[src/rtl/serial_add_pkg.sv]
// Shared types for the bit-serial adder controller: FSM state encoding and
// the helper that sizes the bit-slice counter.
package serial_add_pkg;

  typedef enum logic [1:0] {
    IDLE = 2'd0,
    RUN  = 2'd1,
    FIN  = 2'd2
  } state_e;

  // Counter holds 0..WIDTH so the final increment never wraps.
  function automatic int unsigned cnt_width(input int unsigned width);
    return $clog2(width) + 1;
  endfunction

endpackage

[src/rtl/serial_add_ctrl_fa_bit.sv]
// Single-bit full-adder cell, time-shared across all bit slices.
module fa_bit (
  output logic s,
  output logic co,
  input  logic a,
  input  logic b,
  input  logic ci
);

  always_comb begin
    s  = a ^ b ^ ci;
    co = (a & b) | (a & ci) | (b & ci);
  end

endmodule

[src/rtl/serial_add_ctrl.sv]
// Bit-serial adder: one full-adder cell iterated LSB first over WIDTH cycles.
// Optional SERIAL_ADD_SUB_EN adds a subtract request (sub) and signed overflow (ovf).
module serial_add_ctrl
  import serial_add_pkg::*;
#(
  parameter int unsigned WIDTH = 8
) (
  input  logic             clk,
  input  logic             rst,
  input  logic             start,
  input  logic [WIDTH-1:0] a,
  input  logic [WIDTH-1:0] b,
  input  logic             ci,
  output logic             busy,
  output logic             done,
  output logic [WIDTH-1:0] sum,
  output logic             co
`ifdef SERIAL_ADD_SUB_EN
  ,
  input  logic             sub,
  output logic             ovf
`endif
);

  localparam int unsigned CW = cnt_width(WIDTH);
  localparam logic [CW-1:0] LAST = CW'(WIDTH - 1);

  state_e           state_q, state_d;
  logic [WIDTH-1:0] a_sh_q, a_sh_d;
  logic [WIDTH-1:0] b_sh_q, b_sh_d;
  logic [WIDTH-1:0] sum_sh_q, sum_sh_d;
  logic [WIDTH-1:0] sum_q, sum_d;
  logic             carry_q, carry_d;
  logic             co_q, co_d;
  logic [CW-1:0]    count_q, count_d;
  logic             s_bit, c_bit;
`ifdef SERIAL_ADD_SUB_EN
  logic             ovf_q, ovf_d;
`endif

  fa_bit u_fa (
    .s  (s_bit),
    .co (c_bit),
    .a  (a_sh_q[0]),
    .b  (b_sh_q[0]),
    .ci (carry_q)
  );

  always_comb begin
    state_d  = state_q;
    a_sh_d   = a_sh_q;
    b_sh_d   = b_sh_q;
    sum_sh_d = sum_sh_q;
    sum_d    = sum_q;
    carry_d  = carry_q;
    co_d     = co_q;
    count_d  = count_q;
`ifdef SERIAL_ADD_SUB_EN
    ovf_d    = ovf_q;
`endif
    busy     = (state_q == RUN);
    done     = (state_q == FIN);

    case (state_q)
      IDLE: begin
        if (start) begin
          a_sh_d  = a;
          b_sh_d  = b;
          carry_d = ci;
`ifdef SERIAL_ADD_SUB_EN
          if (sub) begin
            b_sh_d  = ~b;
            carry_d = 1'b1;
          end
`endif
          count_d = '0;
          state_d = RUN;
        end
      end
      RUN: begin
        a_sh_d   = a_sh_q >> 1;
        b_sh_d   = b_sh_q >> 1;
        sum_sh_d = sum_sh_q >> 1;
        sum_sh_d[WIDTH-1] = s_bit;
        carry_d  = c_bit;
        count_d  = count_q + CW'(1);
        if (count_q == LAST) begin
          // Result registers load on the edge into FIN so sum/co are
          // already valid in the cycle done is asserted.
          sum_d   = sum_sh_d;
          co_d    = c_bit;
`ifdef SERIAL_ADD_SUB_EN
          ovf_d   = carry_q ^ c_bit;
`endif
          state_d = FIN;
        end
      end
      FIN: begin
        state_d = IDLE;
      end
      default: begin
        state_d = IDLE;
      end
    endcase
  end

  always_ff @(posedge clk) begin
    if (rst) begin
      state_q  <= IDLE;
      a_sh_q   <= '0;
      b_sh_q   <= '0;
      sum_sh_q <= '0;
      sum_q    <= '0;
      carry_q  <= 1'b0;
      co_q     <= 1'b0;
      count_q  <= '0;
`ifdef SERIAL_ADD_SUB_EN
      ovf_q    <= 1'b0;
`endif
    end else begin
      state_q  <= state_d;
      a_sh_q   <= a_sh_d;
      b_sh_q   <= b_sh_d;
      sum_sh_q <= sum_sh_d;
      sum_q    <= sum_d;
      carry_q  <= carry_d;
      co_q     <= co_d;
      count_q  <= count_d;
`ifdef SERIAL_ADD_SUB_EN
      ovf_q    <= ovf_d;
`endif
    end
  end

  assign sum = sum_q;
  assign co  = co_q;
`ifdef SERIAL_ADD_SUB_EN
  assign ovf = ovf_q;
`endif

endmodule

[config.mk]
export PLATFORM = sky130hd
export DESIGN_NAME = serial_add_ctrl
export DESIGN_NICKNAME = d
export VERILOG_FILES = /design/src/rtl/serial_add_pkg.sv /design/src/rtl/serial_add_ctrl_fa_bit.sv /design/src/rtl/serial_add_ctrl.sv
export SDC_FILE = /design/constraint.sdc
export NUM_CORES = 1
export LEC_CHECK = 0
export CAP_MARGIN = 20
export CORE_MARGIN = 2
export CORE_UTILIZATION = 40
export CTS_BUF_LIST = sky130_fd_sc_hd__clkbuf_4
export DETAILED_ROUTE_END_ITERATION = 8
export PLACE_DENSITY_LB_ADDON = 0.25
export SLEW_MARGIN = 20
export SYNTH_ARGS = -nofsm -noshare
export SYNTH_HDL_FRONTEND = slang
export SYNTH_SLANG_ARGS = --single-unit
[constraint.sdc]
create_clock -name clk -period 1.42 [get_ports clk]
set_input_delay 0.355 -clock clk [delete_from_list [all_inputs] [get_ports clk]]
set_output_delay 0.355 -clock clk [all_outputs]
set_load 0.01 [all_outputs]
==> impl_metrics.env <==
export IMPL_outcome="finished clean"
export IMPL_preCtsSetupSlack_ns=-0.200
export IMPL_wl_per_cell_um=12.7
export IMPL_clock_sinks=39
export IMPL_numPortBuffers=30
export IMPL_cp_data_required_time_ns=1.07
export IMPL_setup_viol_count_final=0
export IMPL_post_route_worst_setup_slack_ns=0.0714
export IMPL_finalCoreUtilization_pct=52.2
export IMPL_net_count_of_the_finished_layout=246
export IMPL_detailroute_via_count=1430
export IMPL_count_of_state_elements_after_synthesis=39
export IMPL_postSynthNetCount=212
export IMPL_summed_area_of_non_filler_cells_in_the_final_layout_sq_um=2100
export IMPL_worstPathMaxFanout=3
export IMPL_synth_cells=190
export IMPL_groute_usage_overall_pct=15.9
export IMPL_worst_pin_slew_ns=0.275
export IMPL_ctsHoldBuffers=0
export IMPL_dieHeight_um=69.1
export IMPL_grt_overflow=0
export IMPL_drc_errors=0
export IMPL_vdd_ir_drop_max_mv=0.484
export IMPL_global_route_usage_met2_pct=23.6
export IMPL_fillerInstances=389
export IMPL_slew_limit_headroom_pct=81.6
export IMPL_maxSlewViolCount=0
export IMPL_tritoncts="built"
export IMPL_core_area_sq_um=4030
export IMPL_timing_clock_skew_ns=0.0109
export IMPL_syn2layout_area_growth_pct=24.0
export IMPL_postPlaceCellArea_sq_um=2060
export IMPL_critical_path_startpoint_type="flop"
export IMPL_postCtsSetupRepairBufs=0
export IMPL_floorplan_die_area_sq_um=4780
export IMPL_placed_cells_incl_taps=267
export IMPL_post_route_min_period_ns=1.35
export IMPL_hold_worst_slack_ns=0.466
export IMPL_timing_hold_worst_class="flop to flop"
export IMPL_layout_cells_non_filler=275
export IMPL_wl_um=3500
export IMPL_detail_route_vias_per_cell=5.20
export IMPL_gpl_final_weighted_congestion=0.772
export IMPL_antenna_cells_inserted=0
export IMPL_grt_start_max_net_pins=40
export IMPL_drt_first_pass_iters=4
export IMPL_cts_buffer_depth=2
export IMPL_grt_pass1_wl_um=6240
export IMPL_mapped_avg_cell_area_sq_um=8.93
export IMPL_layout_worst_path_cycle_share_pct=95.0
export IMPL_count_of_maximum_capacitance_violations=0
export IMPL_antenna_left=0
export IMPL_final_layout_size_suffix_gt1_share_pct=15.6
export IMPL_tritoncts_num_buffers=5
export IMPL_power_leakage_nw=0.825
export IMPL_ys_seq_area_share_pct=46.0
export IMPL_hold_violations=0
export IMPL_worst_setup_path_type="flop to output pin"
export IMPL_final_setup_tns_ns=0
export IMPL_design_power_total_mw=2.02
export IMPL_clock_root_cell="clkbuf_4"
export IMPL_die_x_um=69.1
export IMPL_gr_max_usage_layer="met2"
export IMPL_grt_use_met3_pct=5.26
export IMPL_netlist_cell_type_count=28
export IMPL_cts_reportedPaths_clkPinSlew_ns=0.13
export IMPL_antenna_found_initial=0
export IMPL_synthesis_area_sq_um=1700
export IMPL_initial_core_utilization_pct=42.1
export IMPL_std_cell_rows=23
export IMPL_worstSkewPairLatency_ns=0.35
export IMPL_grt_setup_unrepaired="no"
export IMPL_ctsHtreeMaxLevel=2
export IMPL_detailed_place_hpwl_um=2320
export IMPL_detailedRoute_firstIterationViolations=107
export IMPL_setup_worst_path_end_class="output pin"
export IMPL_use_met1_pct=20.9
export IMPL_pin_count=31
export IMPL_p_per_area_nw_per_um2=961
export IMPL_number_of_global_route_vias_before_repair=1382
export IMPL_achievable_frequency_mhz=742
export IMPL_synth_yosys_warnings=0
export IMPL_cp_data_arrival_time_ns=0.99
==> area by class of cell <==
class,instances,area (sq um),share of cell area [%]
Sequential cell,39,783,37.2
Multi-Input combinational cell,130,785,37.3
Inverter,3,11.3,0.535
Timing Repair Buffer,45,410,19.5
Clock buffer,5,37.5,1.78
Clock inverter,3,15.0,0.713
Tap cell,50,62.6,2.97
==> cell families after synthesis <==
family	Yosys count	synth area share, %
AOI/OAI and AO/OA	65	28.2
and+or+nand+nor	63	16.2
buffers and inverters	21	7.74
adders and majority gates	2	1.92
DFF	39	46.0
==> power by group <==
part | internal [mW] | switching, mW
Sequential | 1.15 | 0.0330
Clock | 0.185 | 0.375
Combinational | 0.146 | 0.138
Total | 1.48 | 0.546
==> what timing repair did <==
action                                  CTS  global route
gates resized for setup                  19             2
gates cloned                              0             0
endpoints found under the setup margin   11             2
pin swaps                                 0             1
==> final timing paths <==
check                            startpoint           to  slack [ns]  cells past startpoint
worst min-delay path            sum_sh_q[1]  sum_sh_q[1]        0.47                      2
worst max register to register   count_q[0]       sum[5]        0.09                      5
worst max-delay path             state_q[1]         busy        0.07                      3
worst min register to register  sum_sh_q[1]  sum_sh_q[1]        0.47                      2
==> per-layer routing <==
metal | up-vias | share of wire (%)
li1 | 741 | -
met1 | 645 | 52
met2 | 37 | 41
met3 | 7 | 4.7
met4 | 0 | 2.2
met5 | - | 0
==> flip-flops by register name (all words and copies together) (netlist names) <==
register / cells
count_q: 4
carry_q: 1
a_sh_q: 8
co: 1
state_q: 2
b_sh_q: 8
sum_sh_q: 7
sum: 8
==> layout by cell type, fill, tap and decap left out, drive strengths merged, types with 2 or more instances in the layout <==
cell type	count
clkbuf	5
nand2b	2
inv	3
dlygate4sd2	9
a21oi	17
o2bb2ai	7
nand3	11
a211oi	17
a21bo	9
o22ai	8
nor2	28
dfxtp	39
clkdlybuf4s50	19
buf	17
a22oi	3
nand2	19
clkinv	3
==> cell usage after synthesis (all sizes together) <==
cell type | count | area share, %
dfxtp | 39 | 46
nor2 | 28 | 6.2
nand2 | 19 | 4.2
a211oi | 17 | 7.5
a21oi | 17 | 5.5
buf | 12 | 5.8
nand3 | 11 | 3.2
a21bo | 9 | 5.3
o22ai | 8 | 2.9
o2bb2ai | 7 | 3.6
clkbuf | 6 | 1.3
a22oi | 3 | 1.3
inv | 3 | 0.66
nand2b | 2 | 1.2
a31oi | 1 | 0.37
and3b | 1 | 0.52
fa | 1 | 1.2
ha | 1 | 0.74
nor3b | 1 | 0.44
o21ba | 1 | 0.59
o21bai | 1 | 0.44
o32a | 1 | 0.59
or3 | 1 | 0.37
==> critical path: stages (launching register included) <==
cell and delay, ns:
dfxtp_2 0.35, nand2b_4 0.14, inv_2 0.06, buf_6 0.09
No activity file was read; power rests on OpenSTA's default activity.
